## src/rtl/upload_server.sv

```systemverilog
// upload_server
//   Services HPS upload (save) reads of core work RAM over the ioctl bus.
//   It pauses the game CPU for the session, inserts wait states to cover
//   the registered RAM's one-cycle read latency, and returns a fill byte
//   for offsets beyond the save window.
//
// Ports
//   clk_sys          system clock
//   reset_n          asynchronous active-low reset
//   save_req         one-cycle pulse: core asks HPS to start an upload
//   ioctl_upload_req request to HPS, held until ioctl_upload rises
//   ioctl_upload     HPS upload session active
//   ioctl_rd         one-cycle read strobe, ioctl_addr valid same cycle
//   ioctl_addr       byte offset in save window
//   ioctl_din        read data to HPS
//   ioctl_wait       high while ioctl_din is not yet valid
//   pause_cpu        CPU pause request
//   paused           CPU pause acknowledge
//   ram_addr         work-RAM address
//   ram_rd           work-RAM read enable
//   ram_data         work-RAM data, valid one cycle after ram_rd
//   busy             high whenever the FSM is not idle
module upload_server #(
  parameter int                ADDR_W = 16,
  parameter logic [ADDR_W-1:0] BASE   = ADDR_W'(16'h6000),
  parameter int                LEN    = 256,
  parameter logic [7:0]        FILL   = 8'hFF
) (
  input  logic              clk_sys,
  input  logic              reset_n,
  input  logic              save_req,
  output logic              ioctl_upload_req,
  input  logic              ioctl_upload,
  input  logic              ioctl_rd,
  input  logic [24:0]       ioctl_addr,
  output logic [7:0]        ioctl_din,
  output logic              ioctl_wait,
  output logic              pause_cpu,
  input  logic              paused,
  output logic [ADDR_W-1:0] ram_addr,
  output logic              ram_rd,
  input  logic [7:0]        ram_data,
  output logic              busy
);

  typedef enum logic [2:0] {
    IDLE, REQ, PAUSE, READY, FETCH, LATCH, DONE
  } state_t;

  // One extra bit so LEN = 2^25 still compares correctly.
  localparam logic [25:0] LEN_W = 26'(LEN);

  state_t            state_q;
  logic              req_q;
  logic [7:0]        din_q;
  logic              wait_q;
  logic              pause_q;
  logic [ADDR_W-1:0] ramAddr_q;
  logic              ramRd_q;
  logic              busy_q;
  logic              pending_q;
  logic [24:0]       pendAddr_q;
  logic              uploadPrev_q;
  logic              endSeen_q;

  logic [24:0]       selAddr_d;
  logic              inWindow_d;

  // A read latched while waiting for the pause acknowledge takes priority
  // over the live strobe; the HPS holds off while ioctl_wait is high.
  always_comb begin
    selAddr_d  = pending_q ? pendAddr_q : ioctl_addr;
    inWindow_d = ({1'b0, selAddr_d} < LEN_W);
  end

  always_ff @(posedge clk_sys or negedge reset_n) begin
    if (!reset_n) begin
      state_q      <= IDLE;
      req_q        <= 1'b0;
      din_q        <= 8'h00;
      wait_q       <= 1'b0;
      pause_q      <= 1'b0;
      ramAddr_q    <= '0;
      ramRd_q      <= 1'b0;
      busy_q       <= 1'b0;
      pending_q    <= 1'b0;
      pendAddr_q   <= '0;
      uploadPrev_q <= 1'b0;
      endSeen_q    <= 1'b0;
    end else begin
      uploadPrev_q <= ioctl_upload;
      case (state_q)
        IDLE: begin
          if (save_req) begin
            state_q <= REQ;
            req_q   <= 1'b1;
            busy_q  <= 1'b1;
          end else if (ioctl_upload && !uploadPrev_q) begin
            // HPS started an upload on its own.
            state_q <= PAUSE;
            pause_q <= 1'b1;
            busy_q  <= 1'b1;
          end
        end
        REQ: begin
          if (ioctl_upload) begin
            state_q <= PAUSE;
            req_q   <= 1'b0;
            pause_q <= 1'b1;
          end
        end
        PAUSE: begin
          // An aborted session must not leave the CPU paused forever.
          if (!ioctl_upload) begin
            state_q   <= DONE;
            wait_q    <= 1'b0;
            pending_q <= 1'b0;
          end else begin
            if (ioctl_rd) begin
              pending_q  <= 1'b1;
              pendAddr_q <= ioctl_addr;
              wait_q     <= 1'b1;
            end
            if (paused) state_q <= READY;
          end
        end
        READY: begin
          if (!ioctl_upload) begin
            state_q   <= DONE;
            wait_q    <= 1'b0;
            pending_q <= 1'b0;
          end else if (pending_q || ioctl_rd) begin
            pending_q <= 1'b0;
            if (inWindow_d) begin
              ramAddr_q <= BASE + selAddr_d[ADDR_W-1:0];
              ramRd_q   <= 1'b1;
              wait_q    <= 1'b1;
              endSeen_q <= 1'b0;
              state_q   <= FETCH;
            end else begin
              din_q  <= FILL;
              wait_q <= 1'b0;
            end
          end
        end
        FETCH: begin
          // Remember a session end seen here so the read finishes first.
          ramRd_q   <= 1'b0;
          endSeen_q <= !ioctl_upload;
          state_q   <= LATCH;
        end
        LATCH: begin
          din_q   <= ram_data;
          wait_q  <= 1'b0;
          state_q <= (!ioctl_upload || endSeen_q) ? DONE : READY;
        end
        DONE: begin
          pause_q <= 1'b0;
          busy_q  <= 1'b0;
          state_q <= IDLE;
        end
        default: state_q <= IDLE;
      endcase
    end
  end

  assign ioctl_upload_req = req_q;
  assign ioctl_din        = din_q;
  assign ioctl_wait       = wait_q;
  assign pause_cpu        = pause_q;
  assign ram_addr         = ramAddr_q;
  assign ram_rd           = ramRd_q;
  assign busy             = busy_q;

endmodule

```

## config.mk

```make
export PLATFORM = sky130hd
export DESIGN_NAME = upload_server
export DESIGN_NICKNAME = d
export VERILOG_FILES = /design/src/rtl/upload_server.sv
export SDC_FILE = /design/constraint.sdc
export NUM_CORES = 1
export LEC_CHECK = 0
export BUFFER_PORTS_ARGS = -buffer_cell sky130_fd_sc_hd__clkbuf_2
export CAP_MARGIN = 40
export CORE_ASPECT_RATIO = 0.8
export CORE_MARGIN = 2
export CORE_UTILIZATION = 57
export DETAILED_ROUTE_END_ITERATION = 16
export GPL_TIMING_DRIVEN = 0
export PLACE_DENSITY = 0.95
export SLEW_MARGIN = 20
export SYNTH_ARGS = -nofsm -noshare
export SYNTH_HDL_FRONTEND = slang
export SYNTH_SLANG_ARGS = --single-unit
export TNS_END_PERCENT = 20
```

## constraint.sdc

```tcl
create_clock -name clk_sys -period 8.1 [get_ports clk_sys]
set_input_delay 0.405 -clock clk_sys [delete_from_list [all_inputs] [get_ports clk_sys]]
set_output_delay 0.405 -clock clk_sys [all_outputs]
set_load 0.01 [all_outputs]
```

Word-level counts from Yosys, hierarchy flattened --
Cells that the tools add are included.
Storage, ports and cells: output and inout port bits 29, register bits after elaboration 60
Operators by class: equal/unequal tests 19, mux-type cells 41, $lt $le $gt $ge 1, reductions and logical operators 23, add/sub/neg operators 1
Operators by type and width (number):
- 3-bit 2-to-1 mux | 9
- 25-bit by 9-bit < comparator with 1-bit output, second input constant | 1
- 25-bit 2-to-1 mux | 1
- 8-bit 2-to-1 mux | 3
- 1-bit 2-to-1 mux | 19
- 3-bit one-hot mux with 6 select lines | 1
- 15-bit by 16-bit adder with 16-bit output, first input constant | 1
- 2-bit inequality test, second input constant | 8
- 8-bit one-hot mux with 2 select lines | 1
- 4-bit AND reduction | 4
- 3-bit inequality test, second input constant | 5
- 3-bit AND reduction | 4
- 1-bit one-hot mux with 2 select lines | 5
- 2-bit nonzero test | 5
- 3-bit == test, second input constant | 3
- 3-bit by 2-bit == test with 1-bit output, second input constant | 2
- 1-bit one-hot mux with 3 select lines | 2
- 3-bit nonzero test | 2
- 5-bit AND reduction | 1
- 3-bit by 1-bit == test with 1-bit output, second input constant | 1
- 3-bit logical NOT | 1
- 1-bit logical NOT | 2
- 1-bit logical OR | 2
- 2-bit AND reduction | 1
- 1-bit logical AND | 1

Logic depth before layout (Yosys ltp) --
Gate-level depths: netlist of the first run.
depth in word-level cells 6, mapped depth 10, depth with buffers taken out 7

Worst setup path after synthesis of the first run --
OpenSTA, ideal clock, no wires.
kind flip-flop to flip-flop, start point register pending_q, end point register ramAddr_q[0] (netlist: ram_addr[0]), required time 7.975 ns, clock period less this slack 3.297 ns, setup time 0.125 ns, cell stages (with the launch flop) 11, setup slack 4.803 ns, arrival 3.172 ns, cell sequence dfrtp_1 -> clkbuf_1 -> buf_1 -> mux2i_1 -> ha_1 -> nor4b_1 -> nand3_1 -> a221o_1 -> nor3_4 -> buf_6 -> mux2_4
On the way: longest elaborated chain between the ends 3, elaborated cells between the ends (all ways) 5, classes of those cells 1 x add/sub; 1 x order compare; 1 x mux; 2 x reduce/logical
Ends and longest elaborated chain:
- start: declaration | line 61 | logic pending_q;
- start signal: assignment | line 86 | pending_q <= 1'b0;
- start signal: assignment | line 117 | pending_q <= 1'b0;
- start signal: assignment | line 120 | pending_q <= 1'b1;
- 25-bit 2-to-1 mux | line 72 | selAddr_d = pending_q ? pendAddr_q : ioctl_addr;
- 25-bit by 9-bit < comparator with 1-bit output | line 73 | inWindow_d = ({1'b0, selAddr_d} < LEN_W);
- 4-bit AND reduction (no line)
- end signal: assignment | line 135 | ramAddr_q <= BASE + selAddr_d[ADDR_W-1:0];
- end: declaration | line 58 | logic [ADDR_W-1:0] ramAddr_q;
Parallel ways exist; a longest one is shown, timed or not. A chain may end at the register's enable or synchronous reset.

Worst setup path in the final report of the first run --
start point register pending_q, end point register ramAddr_q[8] (netlist: ram_addr[8])
Same word-level chain as after synthesis.

==> key figures, run 1 <==
Clock tree
  – Post-CTS setup buffers: 0
  – # resized after CTS: 0
  – Clock sinks: 60
  – Worst-Skew Late Latency: ~0.34 ns
  – Hold-fix buffers, CTS: 1
  – Clk pin slew, worst setup/hold paths: ~0.070 ns
  – H-Tree Depth: 3
  – CTS tree: yes
  – Max clock buf depth: 2
  – CTS buffer count: 9
  – Root Buffer: clkbuf_8

Cells and area
  – P&R area growth vs syn: 21.11%
  – Layout cells sized above 1: 0.4348
  – Nets@finish: 359
  – Filler cell count: 354
  – Final Non-Filler Cells: 384
  – # diodes: 0
  – Post-layout util: 0.7030

Global routing
  – Vias in the first global route: between 2000 and 2500
  – Global-route wire length before repair: about 10000 µm
  – Gr ovfl total: 0
  – Number of antenna violations at the first check in global routing: 0
  – Largest net degree at the start of global routing: between 40 and 50
  – GRT Total Usage: 0.2400

Worst setup path
  – Crit path required time: 8.33 ns
  – CP endpoint kind: register
  – Worst Path Max Fanout: 10
  – CP arrival: 4.39 ns
  – R2R setup slack: 3.94 ns
  – CP Class: register to register
  – Worst r2r path cells: 10
  – Crit start category: register

Timing
  – Slew @ Worst Pin: between 0.6 and 0.7 ns
  – Clock Skews: 0.007635 ns
  – Worst hold slack: 0.2127 ns
  – Fin. max-slew vios: 0
  – Tmin final: 4.165 ns
  – Final Hold Viols: 0
  – Rel. slew slack: 0.5793
  – Fin crit share: 0.5142
  – Setup Viol. Count Final: 0
  – Final setup margin: 3.935 ns
  – FMAX: about 240 MHz
  – RSZ-0062 raised after global routing: false
  – Setup TNS: 0 ns

Floorplan
  – # IOs: 68
  – Die W: 83.15 µm
  – Rows: 23
  – Die height: 67.32 µm
  – Die footprint: ~5600 µm²
  – Core box area: 4921 µm²
  – Starting Density: 0.5805

Synthesis
  – Seq/Total Area, Yosys: 0.5256
  – Distinct cells, synth: 42
  – Syn Area/Cell: 12.00 µm²
  – Synth warnings: 0
  – Syn nets: 279
  – Mapped Cells: 238
  – Synthesized flop and latch total: 60
  – Mapped Area: ~2900 µm²

Drt
  – Drt pass-1 iters: 4
  – Vias per cell: between 5 and 6
  – Final wirelength: 6329 µm
  – Initial drt markers: between 200 and 300
  – Via Count: 2235
  – Per-cell routed wire length: between 15 and 20 µm
  – Post-route DRC: 0
  – DRT antenna net count: 0

Pwr
  – Leakage dissipation: ~1.6 nW
  – Pwr/cell area: 307.2 nW/µm²
  – VDD IR max: 0.1830 mV

Worst hold path
  – WHS Path Cells: 1
  – Hold crit path type: input port to register

Placed design
  – Placed insts: around 370
  – Setup WS pre-CTS: 4.005 ns
  – Port Buffer Count: 67
  – HPWL Detailed: 4651 µm
  – GPL Wtd Cong: 0.8799

Run status
  – Status: completed

Run
  – Max-cap viol count: 0
-- cell usage after synthesis --
master     n  share of area
dfrtp_1   60           0.53
mux2_2    47           0.19
nor2_1    22          0.029
a21oi_1   17          0.030
nand2_1   10          0.013
o22ai_1    9          0.020
clkbuf_1   8          0.011
o21ai_0    8          0.014
mux2_4     7          0.037
inv_1      5         0.0066
nor2b_1    4         0.0088
mux2i_1    3          0.011
nor4b_1    3         0.0092
o22a_1     3         0.0092
ha_1       2         0.0088
nand2b_1   2         0.0044
nor3_1     2         0.0035
nor4_1     2         0.0044
a21boi_0   1         0.0026
a21boi_1   1         0.0026
a221o_1    1         0.0035
a221oi_1   1         0.0031
a22oi_1    1         0.0026
a311oi_1   1         0.0031
a31oi_1    1         0.0022
and2_1     1         0.0022
and3_1     1         0.0022
and3b_1    1         0.0031
buf_1      1         0.0013
buf_6      1         0.0039
nand3_1    1         0.0018
nand3b_1   1         0.0026
nand4b_1   1         0.0031
nor3_4     1         0.0057
nor3b_1    1         0.0026
nor4_2     1         0.0044
o21bai_1   1         0.0026
o31a_1     1         0.0031
o32ai_1    1         0.0031
or3b_2     1         0.0031
or4_1      1         0.0026
or4bb_1    1         0.0039
-- sequential cells by signal (all words and copies together) (netlist names) --
register          cells
ram_rd                1
pause_cpu             1
busy                  1
ioctl_wait            1
ioctl_upload_req      1
state_q               3
pendAddr_q           25
endSeen_q             1
pending_q             1
ioctl_din             8
uploadPrev_q          1
ram_addr             16
-- power breakdown --
part	internal (mW)	leakage (nW)	switching (mW)
sequential	0.398	0.726	0.0657
clock	0.107	0.0779	0.116
combinational	0.188	0.814	0.187
-- worst paths after layout --
kind / endpoint / startpoint
max: ram_addr[8]$_DFFE_PN0P_ / pending_q$_DFFE_PN0P_
min: uploadPrev_q$_DFF_PN0_ / ioctl_upload
max reg2reg: ram_addr[8]$_DFFE_PN0P_ / pending_q$_DFFE_PN0P_
min reg2reg: ram_rd$_DFFE_PN0P_ / ram_rd$_DFFE_PN0P_
max in group asynchronous: pendAddr_q[17]$_DFFE_PN0P_ / reset_n
min in group asynchronous: ram_addr[6]$_DFFE_PN0P_ / reset_n
-- layout make-up --
| type | instances | area (µm²) | area share |
|---|---|---|---|
| Timing Repair Buffer | 69 | 367.9 | 0.1063 |
| Clock inverter | 5 | 30.03 | 0.008680 |
| Buffer | 10 | 45.04 | 0.01302 |
| Tap cell | 62 | 77.57 | 0.02242 |
| Inverter | 5 | 18.77 | 0.005425 |
| Sequential cell | 60 | 1501 | 0.4340 |
| Multi-Input combinational cell | 163 | 1291 | 0.3732 |
| Clock buffer | 10 | 127.6 | 0.03689 |
-- worst max-delay path: stages, from the launching register on --
cell      delay, ns
dfrtp_1        0.51
clkbuf_1       0.47
buf_1          0.55
mux2i_1        0.38
ha_1           0.23
nor4b_1        0.30
nand2_1        0.13
a221o_1        0.47
nor3_4         0.42
buf_6          0.24
mux2_4         0.32
-- logic make-up (layout without fill, tap and decap cells) --
| logic type | count (synthesis) | after routing | synth area share |
|---|---|---|---|
| and+or+nand+nor | 57 | 57 | 0.1095 |
| muxes | 57 | 57 | 0.2326 |
| DFF | 60 | 60 | 0.5256 |
| AOI/OAI and AO/OA | 47 | 47 | 0.1012 |
| adders and majority gates | 2 | 2 | 0.008759 |
| buffers and inverters | 15 | 99 | 0.02234 |
-- metal layers --
metal,up-vias,track usage,part of all wire,wire length (µm)
met3,17,0.08435,0.073,460
met2,93,0.3962,0.48,3032
met4,0,0.09426,0.018,115
met5,-,0,0,0
met1,1083,0.2955,0.43,2720
li1,1042,-,-,-
-- metrics by stage --
stage          total power, mW  instance area (µm²)
3_5_place_dp            0.8402                 3292
6_report                 1.063                 3460
4_1_cts                  1.065                 3460
5_1_grt                  1.130                 3460
2_1_floorplan           0.7244                 2856
3_3_place_gp            0.8122                 3269
-- layout by cell type (no fill, tap or decap), types with 2 or more instances in the layout --
cell type	n
o22a_1	3
nor4b_1	3
nor2_1	22
mux2i_1	3
clkinvlp_4	2
clkbuf_1	9
nor3_1	2
clkinv_2	3
nor2b_1	4
mux2_2	47
a21oi_1	17
clkbuf_8	9
nand2b_1	2
dfrtp_1	60
o22ai_1	9
ha_1	2
clkbuf_2	66
inv_1	5
nor4_1	2
mux2_4	7
nand2_1	10
o21ai_0	8
Note: power is estimated with default switching activity, not from simulation.
==> inputs of run 2 (changes only) <==
--- a/config.mk
+++ b/config.mk
@@ -9,10 +9,10 @@
 export CAP_MARGIN = 40
 export CORE_ASPECT_RATIO = 0.8
 export CORE_MARGIN = 2
-export CORE_UTILIZATION = 57
+export CORE_UTILIZATION = 53
 export DETAILED_ROUTE_END_ITERATION = 16
 export GPL_TIMING_DRIVEN = 0
-export PLACE_DENSITY = 0.95
+export PLACE_DENSITY = 0.9
 export SLEW_MARGIN = 20
 export SYNTH_ARGS = -nofsm -noshare
 export SYNTH_HDL_FRONTEND = slang
==> constraint.sdc (replaced) <==
create_clock -name clk_sys -period 4.2 [get_ports clk_sys]
set_input_delay 0.21 -clock clk_sys [delete_from_list [all_inputs] [get_ports clk_sys]]
set_output_delay 0.21 -clock clk_sys [all_outputs]
set_load 0.01 [all_outputs]
==> run 2 against run 1 <==
  * Hold slack worse by 0.19 ns
  * Global-route usage is 2.0 points lower
  * Critical path type unchanged
  * Largest power group unchanged
  * Non-clock buffer count stayed put
  * Critical path depth stayed put
  * Sequential cell count stayed put
  * Clock power grew to 2.5 times the previous value
==> key figures, run 2 (synthesis results as in run 1) <==
Cells and area
  – Layout cells sized above 1: 0.4365
  – Commonest non-fill, non-tap cell in the layout: clkbuf_2
  – Multi-input logic area: 1291 µm²
  – Largest register FFs: 25
  – # diodes: 0
  – Nets@finish: 359
  – Commonest cells after routing, fill and taps aside: clkbuf_2 (67), dfrtp_1 (60), mux2_2 (47), nor2_1 (22), a21oi_1 (17)
  – P&R area growth vs syn: 23.26%
  – Post-layout util: 0.6912
  – Reg area: 1501 µm²
  – Filler cell count: between 300 and 400
  – Reg with most FFs: pendAddr_q

Drt
  – Initial drt markers: 140
  – DRT antenna net count: 0
  – Per-cell routed wire length: 15.54 µm
  – Drt pass-1 iters: 4
  – Final wirelength: around 6000 µm
  – Vias per cell: 5.727
  – Via Count: 2205
  – Post-route DRC: 0

Clock tree
  – Post-CTS setup buffers: 0
  – Clk pin slew, worst setup/hold paths: 0.07 ns
  – Max clock buf depth: 2
  – H-Tree Depth: 3
  – CTS buffer count: 9
  – Worst-Skew Late Latency: approximately 0.34 ns
  – CTS tree: yes
  – Root Buffer: clkbuf_8
  – Clock sinks: 60

Worst setup path
  – Crit-path cells: clkbuf_1 -> clkbuf_2 -> mux2i_1 -> ha_1 -> nor4b_1 -> nand2_1 -> a221o_1 -> nor3_4 -> buf_6 -> mux2_4
  – R2R setup slack: approximately 0.32 ns
  – CP endpoint kind: register
  – CP max stage cell: dfrtp_1
  – CP arrival: between 4 and 5 ns
  – Worst r2r path cells: 10
  – Crit start category: register
  – Critical R2R Launch: pending_q$_DFFE_PN0P_
  – End of the worst register-to-register path: ram_addr[10]$_DFFE_PN0P_
  – Worst Path Buf+Inv: 3
  – CP Class: register to register
  – Top delay family on crit path: buffers and inverters
  – Crit-path max cell delay: 0.49 ns
  – Worst Path Max Fanout: 10
  – Crit path required time: roughly 4.4 ns

Worst hold path
  – Hold Path Origin: ioctl_upload
  – Endpoint, Worst Hold: uploadPrev_q$_DFF_PN0_
  – Hold crit path type: input port to register
  – WHS Path Cells: 1

Floorplan
  – Starting Density: 0.5608
  – Die W: between 80 and 90 µm
  – Rows: 23
  – # IOs: 68
  – Die footprint: 5997 µm²
  – Die height: between 60 and 70 µm
  – Core box area: 5094 µm²

Global routing
  – GRT Total Usage: 0.2202
  – Vias in the first global route: 2240
  – Largest net degree at the start of global routing: 32
  – Gr ovfl total: 0
  – Global-route wire length before repair: 10430 µm
  – Number of antenna violations at the first check in global routing: 0

Placed design
  – HPWL Detailed: between 4000 and 5000 µm
  – Port Buffer Count: between 60 and 70
  – GPL Wtd Cong: 0.8734

Pwr
  – Leakage dissipation: 1.650 nW
  – Final Total Pwr: 2.183 mW
  – VDD IR max: 0.2913 mV
  – Pwr/cell area: 620.0 nW/µm²

Timing
  – Setup TNS: 0 ns
  – RSZ-0062 raised after global routing: false
  – FMAX: approximately 260 MHz
  – Tmin final: 3.880 ns
  – Fin crit share: 0.9239
  – Setup Viol. Count Final: 0
  – Clock Skews: 0.008634 ns
  – Slew @ Worst Pin: about 0.6 ns
  – Rel. slew slack: 0.6114
  – Fin. max-slew vios: 0
  – Final Hold Viols: 0

Run
  – Max-cap viol count: 0

Run status
  – Status: completed
## run 2: cell types whose count changed in the layout (fill, tap and decap cells not counted), sizes merged
| cell | change |
|---|---|
| bufinv | +2 |
| clkbuf | +3 |
| clkinvlp | -1 |
| buf | -1 |
| clkinv | -2 |
## run 2: stage by stage
stage / hold slack, ns / cell area, µm² / worst slack [ns] / std cells
2_1_floorplan: -0.08559 / 2856 / 0.9033 / 238
3_3_place_gp: 0.3552 / 3269 / 0.1899 / 367
3_5_place_dp: 0.2049 / 3292 / 0.1489 / 368
4_1_cts: 0.008783 / 3520 / 0.1255 / 385
5_1_grt: 0.01125 / 3521 / 0.06572 / 385
6_report: 0.02075 / 3521 / 0.3197 / 385
## run 2: final cells by class
class | count | area share
multi-input cells | 163 | 0.3667
repair buffers | 69 | 0.1045
inverters | 5 | 0.005330
clock buffers | 12 | 0.04122
clock inverters | 4 | 0.02061
well taps | 62 | 0.02203
flip-flops and latches | 60 | 0.4264
plain buffers | 10 | 0.01315
## run 2: report_power, final
part           total [mW]  internal (mW)  switching, mW
Sequential          0.892          0.768          0.124
Clock               0.571          0.350          0.221
Combinational       0.720          0.363          0.357
Total                2.18           1.48          0.703
## run 2: how the worst max path moves through the flow
| stage | from | to | slack [ns] | cells past startpoint |
|---|---|---|---|---|
| 6_report | pending_q$_DFFE_PN0P_ | ram_addr[10]$_DFFE_PN0P_ | 0.32 | 10 |
| 5_1_grt | pending_q$_DFFE_PN0P_ | ram_addr[13]$_DFFE_PN0P_ | 0.07 | 10 |
| 4_1_cts | pending_q$_DFFE_PN0P_ | ram_addr[10]$_DFFE_PN0P_ | 0.13 | 10 |
| 3_5_place_dp | pending_q$_DFFE_PN0P_ | ram_addr[11]$_DFFE_PN0P_ | 0.15 | 10 |
| 3_3_place_gp | pending_q$_DFFE_PN0P_ | ram_addr[13]$_DFFE_PN0P_ | 0.19 | 10 |
| 2_1_floorplan | pending_q$_DFFE_PN0P_ | ram_addr[0]$_DFFE_PN0P_ | 0.90 | 10 |
## run 2: repair_timing
action | in CTS | in global routing
hold endpoints to repair | 29 | 0
endpoints found under the setup margin | 0 | 7
resized for setup | 0 | 1
hold buffers | 1 | 0
## run 2: metal layers
metal,part of all wire,up-vias,wire (µm),GRT usage
met1,0.46,1079,2737,0.2969
li1,-,1028,-,-
met3,0.073,10,436,0.08333
met5,0,-,0,0
met4,0.011,0,68,0.05644
met2,0.46,88,2741,0.3368
==> inputs of run 3 (changes only) <==
--- a/config.mk
+++ b/config.mk
@@ -5,14 +5,15 @@
 export SDC_FILE = /design/constraint.sdc
 export NUM_CORES = 1
 export LEC_CHECK = 0
+export ABC_AREA = 1
 export BUFFER_PORTS_ARGS = -buffer_cell sky130_fd_sc_hd__clkbuf_2
 export CAP_MARGIN = 40
 export CORE_ASPECT_RATIO = 0.8
 export CORE_MARGIN = 2
-export CORE_UTILIZATION = 53
+export CORE_UTILIZATION = 55
 export DETAILED_ROUTE_END_ITERATION = 16
 export GPL_TIMING_DRIVEN = 0
-export PLACE_DENSITY = 0.9
+export PLACE_DENSITY = 0.91
 export SLEW_MARGIN = 20
 export SYNTH_ARGS = -nofsm -noshare
 export SYNTH_HDL_FRONTEND = slang
==> run 3 against run 2 <==
  * Global-route usage grew 3.7 points
  * Clock-buffer cell count is the same
  * Hold slack gained 0.052 ns
  * Area after synthesis grew 16%
  * Wire length grew 33%
  * Final cell count grew 54%
  * Critical path type unchanged
  * Via count grew 38%
  * Die area grew 11%
==> key figures, run 3 <==
Synthesis
  – Async SR Flop Fraction: 1.000
  – Share of the synthesized area in the top cell type: 0.4528
  – Synth Flop Type: dfrtp_1
  – Distinct cells, synth: 36
  – Adder-Cell Fraction of Synth Area: 0.007547
  – Top post-synthesis cells by count: nand2_1 (108), inv_1 (73), dfrtp_1 (60)
  – Multiplexer share of the synthesized area: 0
  – Post-synthesis xor/xnor area fraction: 0
  – Synthesized flop and latch total: 60
  – Mapped Cells: 428
  – Most frequent cell after synthesis: nand2_1
  – Simple-Gate Fraction of Synth Area: 0.3264
  – Syn nets: 469
  – Synth warnings: 0
  – Area leader, netlist: dfrtp_1
  – Mapped Area: about 3300 µm²
  – Syn Area/Cell: 7.747 µm²
  – Seq/Total Area, Yosys: 0.4528
  – Synth top area cells: dfrtp_1 (45%), nand2_1 (12%), inv_1 (8.3%)
  – Synth Area in Compound Gates: 0.09321
  – Largest family of logic cells by synthesized area: simple AND/OR/NAND/NOR gates
  – Post-synth EDFFs: 0

Drt
  – Post-route DRC: 0
  – Vias per cell: 5.108
  – Drt pass-1 iters: 7
  – Final wirelength: 7961 µm
  – Initial drt markers: ~230
  – Per-cell routed wire length: 13.40 µm
  – DRT antenna net count: 0
  – Via Count: 3034

Floorplan
  – Die height: about 73 µm
  – Die footprint: 6670 µm²
  – # IOs: a little under 70
  – Core box area: 5881 µm²
  – Rows: 25
  – Die W: 90.81 µm
  – Starting Density: 0.5638

Clock tree
  – Root Buffer: clkbuf_8
  – CTS tree: yes
  – Worst-Skew Late Latency: roughly 0.35 ns
  – CTS buffer count: 9
  – H-Tree Depth: 3
  – Clock sinks: 60
  – Max clock buf depth: 2
  – # resized after CTS: 0
  – Clk pin slew, worst setup/hold paths: 0.07 ns

Global routing
  – Vias in the first global route: 2937
  – Number of antenna violations at the first check in global routing: 0
  – Global-route wire length before repair: ~13000 µm
  – Gr ovfl total: 0
  – Largest net degree at the start of global routing: 36
  – GRT Total Usage: 0.2569

Timing
  – RSZ-0062 raised after global routing: false
  – Final Hold Viols: 0
  – Clock Skews: a little over 0.008 ns
  – Final setup margin: 1.460 ns
  – Fin crit share: 0.6523
  – Slew @ Worst Pin: 0.5651 ns
  – Tmin final: 2.740 ns
  – Setup Viol. Count Final: 0
  – Fin. max-slew vios: 0
  – Rel. slew slack: 0.6203
  – FMAX: 365.0 MHz
  – Setup TNS: 0 ns

Run status
  – Status: completed

Cells and area
  – P&R area growth vs syn: 21.70%
  – Largest register FFs: 25
  – Reg area: 1501 µm²
  – Layout cells sized above 1: 0.2612
  – Filler cell count: 485
  – Multi-input logic area: 1416 µm²
  – Commonest non-fill, non-tap cell in the layout: nand2_1
  – # diodes: 0
  – Reg with most FFs: pendAddr_q
  – Nets@finish: around 550
  – Commonest cells after routing, fill and taps aside: nand2_1 (108), inv_1 (73), clkbuf_2 (66), dfrtp_1 (60), nor2_1 (33)

Pwr
  – VDD IR max: 0.2479 mV
  – Sequential power share: 0.338
  – Final Total Pwr: 2.640 mW
  – Pwr/cell area: 654.3 nW/µm²
  – Switch Pwr: 1.049 mW
  – Logic pwr share: 0.414
  – Switch share: 0.3974
  – Clock power share: 0.248
  – Leakage dissipation: roughly 2.2 nW
  – P_int: 1.591 mW

Worst setup path
  – Worst r2r path cells: 16
  – CP Class: register to register
  – CP endpoint kind: register
  – Crit path required time: 4.44 ns
  – CP arrival: 2.98 ns
  – Worst Path Max Fanout: 10
  – Crit start category: register

Worst hold path
  – Hold crit path type: input port to register
  – WHS Path Cells: 1

Placed design
  – HPWL Detailed: 5747 µm
  – GPL Wtd Cong: 0.9333
  – Setup WS pre-CTS: 1.605 ns
  – Port Buffer Count: 67

Run
  – Max-cap viol count: 0
## run 3: kinds of logic (layout without fill, tap and decap cells)
| logic type | after synthesis | count (layout) |
|---|---|---|
| compound gates | 55 | 55 |
| fa+ha+maj | 2 | 2 |
| buf+inv | 93 | 178 |
| flops | 60 | 60 |
| simple gates | 218 | 218 |
## run 3: worst paths after layout
path	to	slack [ns]	from
max	ram_addr[7]$_DFFE_PN0P_	1.46	pending_q$_DFFE_PN0P_
min	uploadPrev_q$_DFF_PN0_	0.07	ioctl_upload
max reg2reg	ram_addr[7]$_DFFE_PN0P_	1.46	pending_q$_DFFE_PN0P_
min reg2reg	ioctl_din[6]$_DFFE_PN0P_	0.48	ioctl_din[6]$_DFFE_PN0P_
max in group asynchronous	pendAddr_q[13]$_DFFE_PN0P_	3.34	reset_n
min in group asynchronous	ram_addr[11]$_DFFE_PN0P_	0.35	reset_n
## run 3: critical path, stage by stage (launching register included)
cell	delay (ns)
dfrtp_1	0.36
buf_6	0.18
inv_6	0.06
buf_8	0.14
or2_2	0.26
o21ai_0	0.18
ha_1	0.26
inv_1	0.06
a21oi_1	0.19
nand2_1	0.08
nor2_1	0.09
nand3_1	0.13
nor2_4	0.25
buf_6	0.17
nand4_1	0.07
nand2_1	0.10
inv_1	0.05
## run 3: layer usage
metal	part of all wire	up-vias	global-route usage
met3	0.066	21	0.07897
li1	-	1510	-
met1	0.44	1383	0.3309
met5	0	-	0
met2	0.47	120	0.4146
met4	0.021	0	0.09933
## run 3: repair_timing
action	in CTS	in global routing
hold endpoints to repair	25	0
buffers inserted	0	0
hold buffers	1	0
## run 3: metrics by stage
stage	hold slack [ns]	std cells	instance area (µm²)	utilization
3_5_place_dp	0.1777	577	3775	0.6419
4_1_cts	0.05236	594	4035	0.6862
6_report	0.07240	594	4035	0.6862
3_3_place_gp	0.4211	576	3752	0.6381
5_1_grt	0.04936	594	4035	0.6862
2_1_floorplan	-0.08559	428	3316	-
## run 3: power groups by stage
stage	clock, mW	sequential, mW	combinational (mW)
global route	0.687	0.917	1.24
finish	0.654	0.892	1.09
detailed placement	0	0.898	1.07
CTS	0.662	0.891	1.09
floorplan	0	0.910	0.758
global placement	0	0.888	1.02
## run 3: final cells by class
class	count	area share
buffer	14	0.02388
clock buffer	12	0.03845
clock inverter	4	0.02357
inverter	79	0.07473
multi-input combinational	275	0.3510
sequential	60	0.3721
tap	81	0.02512
timing repair buffer	69	0.09116
